[config.mk]
export PLATFORM = sky130hd
export DESIGN_NAME = dmem_port_arbiter
export DESIGN_NICKNAME = d
export VERILOG_FILES = /design/src/rtl/dmem_arb_pkg.sv /design/src/rtl/dmem_arb_pick.sv /design/src/rtl/dmem_port_arbiter.sv
export SDC_FILE = /design/constraint.sdc
export NUM_CORES = 1
export LEC_CHECK = 0
export CAP_MARGIN = 20
export CORE_MARGIN = 2
export CORE_UTILIZATION = 31
export DETAILED_ROUTE_END_ITERATION = 10
export GPL_ROUTABILITY_DRIVEN = 0
export GPL_TIMING_DRIVEN = 0
export PLACE_DENSITY = 0.66
export SLEW_MARGIN = 30
export SYNTH_ARGS = -nofsm -noshare
export SYNTH_HDL_FRONTEND = slang
export SYNTH_HIERARCHICAL = 1
export SYNTH_SLANG_ARGS = --single-unit
[constraint.sdc]
create_clock -name i_clk -period 3.6 [get_ports i_clk]
set_input_delay 0.54 -clock i_clk [delete_from_list [all_inputs] [get_ports i_clk]]
set_output_delay 0.54 -clock i_clk [all_outputs]
set_load 0.005 [all_outputs]
[src/rtl/dmem_arb_pkg.sv]
// Shared types and default widths for the data-memory port arbiter.
package dmem_arb_pkg;

    localparam int ADDR_W_DEF = 16;
    localparam int DATA_W_DEF = 32;

    typedef enum logic [1:0] {
        ST_IDLE  = 2'd0,
        ST_ISSUE = 2'd1,
        ST_WAIT  = 2'd2,
        ST_RESP  = 2'd3
    } state_t;

    typedef enum logic {
        OWN_P = 1'b0,
        OWN_L = 1'b1
    } owner_t;

endpackage

[src/rtl/dmem_arb_pick.sv]
// Winner selection between the MEM-stage port and the loader port, with a
// starvation counter that forces one loader win after STARVE_MAX losses.
module dmem_arb_pick
    import dmem_arb_pkg::*;
#(
    parameter int STARVE_MAX = 4
) (
    input  logic   i_clk,
    input  logic   i_rst,
    input  logic   i_arb_en,
    input  logic   i_p_req,
    input  logic   i_l_req,
    output logic   o_win_valid,
    output owner_t o_win_owner
);

    localparam int CNT_W = $clog2(STARVE_MAX + 1);

    logic [CNT_W-1:0] r_starve_cnt;
    logic             w_starved;

    assign w_starved = (r_starve_cnt == CNT_W'(STARVE_MAX));

    always_comb begin
        o_win_valid = i_p_req | i_l_req;
        o_win_owner = OWN_P;
        if (i_l_req && (!i_p_req || w_starved)) begin
            o_win_owner = OWN_L;
        end
    end

    // Counter only moves on arbitration edges where the loader is actually asking.
    always_ff @(posedge i_clk or posedge i_rst) begin
        if (i_rst) begin
            r_starve_cnt <= '0;
        end else if (i_arb_en && i_l_req) begin
            if (o_win_owner == OWN_L) begin
                r_starve_cnt <= '0;
            end else if (!w_starved) begin
                r_starve_cnt <= r_starve_cnt + CNT_W'(1);
            end
        end
    end

endmodule

[src/rtl/dmem_port_arbiter.sv]
// Two-port arbiter in front of a single-port fixed-latency data memory:
// pipeline MEM stage (P, priority, flushable) and program/data loader (L).
module dmem_port_arbiter
    import dmem_arb_pkg::*;
#(
    parameter int ADDR_W     = ADDR_W_DEF,
    parameter int DATA_W     = DATA_W_DEF,
    parameter int MEM_LAT    = 1,
    parameter int STARVE_MAX = 4
) (
    input  logic              i_clk,
    input  logic              i_rst,
    input  logic              i_p_req,
    input  logic              i_p_we,
    input  logic [ADDR_W-1:0] i_p_addr,
    input  logic [DATA_W-1:0] i_p_wdata,
    input  logic              i_p_flush,
    output logic              o_p_gnt,
    output logic              o_p_rvalid,
    output logic [DATA_W-1:0] o_p_rdata,
    output logic              o_mem_stall,
    input  logic              i_l_req,
    input  logic              i_l_we,
    input  logic [ADDR_W-1:0] i_l_addr,
    input  logic [DATA_W-1:0] i_l_wdata,
    output logic              o_l_gnt,
    output logic              o_l_rvalid,
    output logic [DATA_W-1:0] o_l_rdata,
    output logic              o_m_en,
    output logic              o_m_we,
    output logic [ADDR_W-1:0] o_m_addr,
    output logic [DATA_W-1:0] o_m_wdata,
    input  logic [DATA_W-1:0] i_m_rdata
);

    localparam int CNT_W = (MEM_LAT > 1) ? $clog2(MEM_LAT) : 1;

    state_t            r_state;
    state_t            w_next_state;
    owner_t            r_owner;
    logic              r_we;
    logic [ADDR_W-1:0] r_addr;
    logic [DATA_W-1:0] r_wdata;
    logic [CNT_W-1:0]  r_lat_cnt;
    logic              r_flushed;
    logic              r_p_rvalid;
    logic              r_l_rvalid;
    logic [DATA_W-1:0] r_p_rdata;
    logic [DATA_W-1:0] r_l_rdata;

    logic              w_arb_en;
    logic              w_win_valid;
    owner_t            w_win_owner;
    logic              w_flush_now;
    logic              w_last_wait;
    logic [DATA_W-1:0] w_load_data;

    dmem_arb_pick #(
        .STARVE_MAX (STARVE_MAX)
    ) u_pick (
        .i_clk       (i_clk),
        .i_rst       (i_rst),
        .i_arb_en    (w_arb_en),
        .i_p_req     (i_p_req),
        .i_l_req     (i_l_req),
        .o_win_valid (w_win_valid),
        .o_win_owner (w_win_owner)
    );

    assign w_flush_now = i_p_flush && (r_owner == OWN_P) && (r_state != ST_IDLE);
    assign w_last_wait = (r_state == ST_WAIT) && (r_lat_cnt == '0);
    assign w_load_data = r_we ? '0 : i_m_rdata;

    always_ff @(posedge i_clk or posedge i_rst) begin
        if (i_rst) begin
            r_state <= ST_IDLE;
        end else begin
            r_state <= w_next_state;
        end
    end

    always_comb begin
        w_next_state = r_state;
        w_arb_en     = 1'b0;
        case (r_state)
            ST_IDLE, ST_RESP: begin
                w_arb_en     = 1'b1;
                w_next_state = w_win_valid ? ST_ISSUE : ST_IDLE;
            end
            ST_ISSUE: w_next_state = ST_WAIT;
            ST_WAIT:  if (r_lat_cnt == '0) w_next_state = ST_RESP;
            default:  w_next_state = ST_IDLE;
        endcase
    end

    // Request latch, latency countdown and per-port response registers.
    always_ff @(posedge i_clk or posedge i_rst) begin
        if (i_rst) begin
            r_owner    <= OWN_P;
            r_we       <= 1'b0;
            r_addr     <= '0;
            r_wdata    <= '0;
            r_lat_cnt  <= '0;
            r_flushed  <= 1'b0;
            r_p_rvalid <= 1'b0;
            r_l_rvalid <= 1'b0;
            r_p_rdata  <= '0;
            r_l_rdata  <= '0;
        end else begin
            r_p_rvalid <= 1'b0;
            r_l_rvalid <= 1'b0;
            if (w_arb_en && w_win_valid) begin
                r_owner   <= w_win_owner;
                r_flushed <= 1'b0;
                if (w_win_owner == OWN_P) begin
                    r_we    <= i_p_we;
                    r_addr  <= i_p_addr;
                    r_wdata <= i_p_wdata;
                end else begin
                    r_we    <= i_l_we;
                    r_addr  <= i_l_addr;
                    r_wdata <= i_l_wdata;
                end
            end else if (w_flush_now) begin
                r_flushed <= 1'b1;
            end
            if (r_state == ST_ISSUE) begin
                r_lat_cnt <= CNT_W'(MEM_LAT - 1);
            end else if (r_state == ST_WAIT && r_lat_cnt != '0) begin
                r_lat_cnt <= r_lat_cnt - CNT_W'(1);
            end
            // A flushed P access still hits memory but never updates p_rdata.
            if (w_last_wait) begin
                if (r_owner == OWN_L) begin
                    r_l_rvalid <= 1'b1;
                    r_l_rdata  <= w_load_data;
                end else if (!r_flushed && !w_flush_now) begin
                    r_p_rvalid <= 1'b1;
                    r_p_rdata  <= w_load_data;
                end
            end
        end
    end

    assign o_p_gnt     = (r_state == ST_ISSUE) && (r_owner == OWN_P);
    assign o_l_gnt     = (r_state == ST_ISSUE) && (r_owner == OWN_L);
    assign o_p_rvalid  = r_p_rvalid && !i_p_flush;
    assign o_l_rvalid  = r_l_rvalid;
    assign o_p_rdata   = r_p_rdata;
    assign o_l_rdata   = r_l_rdata;
    assign o_mem_stall = i_p_req && !o_p_rvalid;
    assign o_m_en      = (r_state == ST_ISSUE);
    assign o_m_we      = (r_state == ST_ISSUE) && r_we;
    assign o_m_addr    = r_addr;
    assign o_m_wdata   = r_wdata;

endmodule
* After elaboration in Yosys (flattened, before gate mapping)
Index checks and enable logic that the tools add are counted.
** Operators by class
- Add/sub/neg operators :: 2
- Multiply operators :: 0
- Div/mod/pow operators :: 0
- Order comparisons :: 0
- Eq/ne operators :: 6
- Shift operators :: 0
- Multiplexer cells :: 20
- Bitwise logic cells :: 3
- Reductions and logical operators :: 27
** Operators by type and width (number)
- 32-bit 2-to-1 mux :: 2
- 16-bit 2-to-1 mux :: 1
- 1-bit logical AND :: 13
- 1-bit 2-to-1 mux :: 13
- 3-bit 2-to-1 mux :: 2
- 2-bit case mux with 3 select lines :: 1
- 2-bit nonzero test :: 3
- 1-bit logical NOT :: 5
- 2-bit == test, second input constant :: 2
- 2-bit inequality test, second input constant :: 2
- 2-bit AND reduction :: 2
- 3-bit by 1-bit adder with 3-bit output, second input constant :: 1
- 3-bit == test, second input constant :: 1
- 3-bit AND reduction :: 1
- 2-bit by 1-bit == test with 1-bit output, second input constant :: 1
- 2-bit logical NOT :: 1
- 2-bit 2-to-1 mux :: 1
- 1-bit NOT :: 2
- 2-bit OR reduction :: 1
- 1-bit logical OR :: 1
- 1-bit bitwise OR :: 1
- 1-bit subtractor, second input constant :: 1
** Storage, ports and cells
- Register bits :: 123
- Bits in latches :: 0
- RAM bits :: 0
- ROM bits :: 0
- Output and inout port bits :: 119
- Memories kept :: 0

* Depth between registers and ports, before layout
- Depth in word-level cells :: 8
- Gate-level depth with buffers :: 8
- Gate-level depth less buffers :: 6

* Hierarchy
Netlist, hierarchy kept.
** Modules (own cells, without submodules)
- dmem_port_arbiter :: times used 1, cells each 477, area an instance 5165.0 um^2
- dmem_arb_pick :: times used 1, cells each 22, area an instance 195.2 um^2

* Worst setup path before layout
Ideal clock, no wire load.
- Path kind :: register to register
- From :: register u_pick.r_starve_cnt[0]
- To :: register r_owner
- Setup time :: 0.125 ns
- Data arrival time :: 1.585 ns
- Data required time :: 3.475 ns
- Slack :: 1.891 ns
- Cell stages (with the launch flop) :: 8
- Path buffers :: 2
- Clock period less this slack :: 1.709 ns
- Cells stage by stage :: dfrtp_1 inv_1 ha_1 a21boi_2 and2b_2 clkbuf_1 buf_2 mux2_2
** Between the ends
- Longest elaborated chain between the ends :: 4
** Ends and longest elaborated chain
- from (decl) :: line dmem_arb_pick.sv:19 : logic [CNT_W-1:0] r_starve_cnt;
- from (signal assigned) :: line dmem_arb_pick.sv:40 : r_starve_cnt <= r_starve_cnt + CNT_W'(1);
- 3-bit == test :: line dmem_arb_pick.sv:22 : assign w_starved = (r_starve_cnt == CNT_W'(STARVE_MAX));
- 1-bit logical OR :: line dmem_arb_pick.sv:27 : if (i_l_req && (!i_p_req || w_starved)) begin
- 1-bit logical AND :: line dmem_arb_pick.sv:27
- 1-bit 2-to-1 mux :: line dmem_arb_pick.sv:27
- via w_win_owner :: line dmem_port_arbiter.sv:53 : owner_t w_win_owner;
- to (signal assigned) :: line dmem_port_arbiter.sv:113 : r_owner <= w_win_owner;
- to (decl) :: line dmem_port_arbiter.sv:40 : owner_t r_owner;
The timed path passes the listed nets, and every way through them passes these cells.
A chain may end at the register's enable or synchronous reset.

* Final worst setup path
- From :: register r_we
- To :: output port o_m_we
** Between the ends
- Longest elaborated chain between the ends :: 1
** Ends and longest elaborated chain
- from (decl) :: line dmem_port_arbiter.sv:41 : logic r_we;
- from (signal assigned) :: line dmem_port_arbiter.sv:116 : r_we <= i_p_we;
- from (signal assigned) :: line dmem_port_arbiter.sv:120 : r_we <= i_l_we;
- 1-bit logical AND :: line dmem_port_arbiter.sv:153 : assign o_m_we = (r_state == ST_ISSUE) && r_we;
- to (decl) :: line dmem_port_arbiter.sv:30 : output logic o_m_we,
Every way passes these cells.

==> flow_summary.toml <==
[run_status]
status = "completed"

[layout]
antenna_cells = 0
syn_to_final_growth_pct = 64.8
nets = 915
drive_gt1_frac = 0.0774

[sta]
finalMaxSlewViolations = 0
period_share = 0.730
fin_skew_ns = 0.00725
final_hold_viol_count = 0
rsz0062_at_grt = "no"
timing.final.crit_period_ns = 2.63
slew_headroom = 0.633
worst_slew_pin_slew_ns = 0.551
fin_tns_setup_ns = 0
setup_viol = 0
timing.fmax_mhz = 381

[clocking]
numCtsBuffers = 17
clock_path_buffers = 2
cts_num_sinks = 123
cts_setup_buffers = 0
hold_buffers = 0
cts_tree = "built"
cts_resized = 0
cts_htree_levels = 4
path_clk_slew_ns = 0.05
clock_latency_ns = 0.41
cts-root-buf = "clkbuf_16"

[power_and_ir_drop]
finalPower_mw = 7.20
leakage_nw = 4.00
vdd_drop_max_uv = 339
power_density_nw_per_um2 = 815

[critical_path]
slowest_stage = "dfrtp_1"
slowest_delay_ns = 0.53
crit_arrival_ns = 2.09
crit_required_ns = 3.06
crit_chain = "clkbuf_1, and2_1, clkdlybuf4s50_1"
critPathCaptureType = "output port"
critPathKind = "reg2out"
cp_max_fo = 10
cp-start-kind = "register"

[synthesis]
ys_types = 29
yosysMostFrequentCell = "dfrtp_1"
synth_commonest_cells = "123 x dfrtp_1, 84 x nand2_1, 80 x o21ai_0"
synth-edff-count = 0
synth_warnings = 6
syn_area_um2 = 5360
synth_top_area_frac = 0.574
synth_ff_type = "dfrtp_1"
ys_seq_area_frac = 0.574
ys_ff_latch = 123
avgSynthCellArea_um2 = 10.7
synth_top_area_cell = "dfrtp_1"
syn_nets = 639
async_flop_share = 1.00
synth_cells = 499
netlist_top_cells_area = "dfrtp_1 57%, mux2i_1 14%, o21ai_0 7.5%, nand2_1 5.9%, nand2b_1 3.5%"

[floorplan]
die_w_um = 135
die_h_um = 135
ios = 254
rows = 48
coreArea_um2 = 17100
fp.dieArea_um2 = 18400
start_util = 0.313

[placed_design]
numPortBuffers = 253
hpwl_mm = 12.7

[grt]
grt_pass1_vias = 4907
grt_max_degree = 31
antenna_found_initial = 0
grt_overflow_total = 0
grt_pass1_wl_mm = 25.7
grt_usage = 0.183

[routing]
antenna_left = 0
first_pass_iters = 4
drt_wl_total_mm = 16.2
viasPerCell = 4.55
detailroute.via_count = 4614
drt_first_iter_violations = 151
drc = 0
wl_per_cell_um = 16.0

[job]
drv_cap = 0

[hold_path]
hold_path_class = "in2async"
==> worst paths after layout <==
kind	end	depth (start not counted)	slack (ns)	startpoint
setup reg to reg	o_m_wdata[1]$_DFFE_PP0P_	8	1.44	u_pick/r_starve_cnt[0]$_DFFE_PP0P_
setup / recovery	o_m_we	3	0.97	r_we$_DFFE_PP0P_
min in group i_clk	o_m_addr[11]$_DFFE_PP0P_	2	0.48	o_m_addr[11]$_DFFE_PP0P_
hold / removal	u_pick/r_starve_cnt[0]$_DFFE_PP0P_	2	0.39	i_rst
hold reg to reg	o_m_addr[11]$_DFFE_PP0P_	2	0.48	o_m_addr[11]$_DFFE_PP0P_
max in group asynchronous	o_l_rdata[11]$_DFFE_PP0P_	4	2.43	i_rst
==> flip-flops by register name (all words and copies together) (netlist names) <==
signal and count:
o_l_rdata 32, o_l_rvalid 1, o_m_addr 16, o_m_wdata 32
o_p_rdata 32, r_flushed 1, r_lat_cnt 1, r_owner 1
r_p_rvalid 1, r_state 2, r_we 1, u_pick/r_starve_cnt 3
==> critical path: cells and delay by family, from the launching register on <==
family	cells	cell delay (ns)
buffers and inverters	2	0.95
flip-flops	1	0.53
AND/OR/NAND/NOR	1	0.21
==> cell usage in the layout (no fill, tap or decap), types with 2 or more instances in the layout <==
cell | Yosys | final
clkdlybuf4s50_1 | 0 | 253
dfrtp_1 | 123 | 123
nand2_1 | 84 | 84
o21ai_0 | 80 | 80
mux2i_1 | 77 | 77
inv_1 | 38 | 37
nand2b_1 | 30 | 30
clkbuf_16 | 0 | 17
clkbuf_1 | 14 | 14
buf_2 | 9 | 9
mux2_2 | 8 | 8
nor2b_1 | 7 | 7
clkinvlp_4 | 0 | 6
buf_1 | 5 | 5
ha_1 | 5 | 5
clkinv_2 | 0 | 3
buf_12 | 0 | 3
and2_1 | 2 | 2
nor3b_1 | 2 | 2
clkinv_4 | 0 | 2
clkbuf_8 | 0 | 2
inv_6 | 0 | 2
==> where the power goes <==
part	internal [mW]	switching [mW]	total [mW]	leakage, nW
clock	0.986	0.630	1.62	0.268
sequential	2.05	0.385	2.43	1.53
combinational	1.75	1.40	3.15	2.20
==> cells by family after synthesis <==
logic type,count (synthesis),share of synthesized area
compound gates,86,0.0833
mux,86,0.163
flops,123,0.574
buf+inv,67,0.0504
simple gates,132,0.117
fa+ha+maj,5,0.0117
==> per-stage QoR <==
step / setup slack (ns) / utilization / cells / area (um^2) / hold WS (ns)
after global routing: 0.865 / 0.516 / 1013 / 8840 / 0.392
after detailed placement: 0.928 / 0.483 / 981 / 8270 / 0.469
final: 0.972 / 0.516 / 1013 / 8840 / 0.388
after CTS: 0.912 / 0.516 / 1013 / 8840 / 0.369
after floorplan: 1.59 / - / 499 / 5360 / 0.294
after global placement: 0.450 / 0.478 / 977 / 8180 / 0.461
==> layer usage <==
| metal | vias up | track usage | part of all wire |
|---|---|---|---|
| li1 | 2198 | - | - |
| met5 | - | 0 | 0 |
| met4 | 0 | 0.0509 | 0.0091 |
| met2 | 199 | 0.318 | 0.50 |
| met1 | 2208 | 0.214 | 0.40 |
| met3 | 9 | 0.0640 | 0.087 |
==> layout make-up <==
class / count / area [um^2]
Fill cell: 1539 / 8280
Sequential cell: 123 / 3080
Timing Repair Buffer: 257 / 2620
Multi-Input combinational cell: 309 / 2010
Clock buffer: 19 / 453
Tap cell: 225 / 282
Inverter: 38 / 146
Buffer: 29 / 128
Clock inverter: 13 / 118
(Power assumes the default switching activity.)
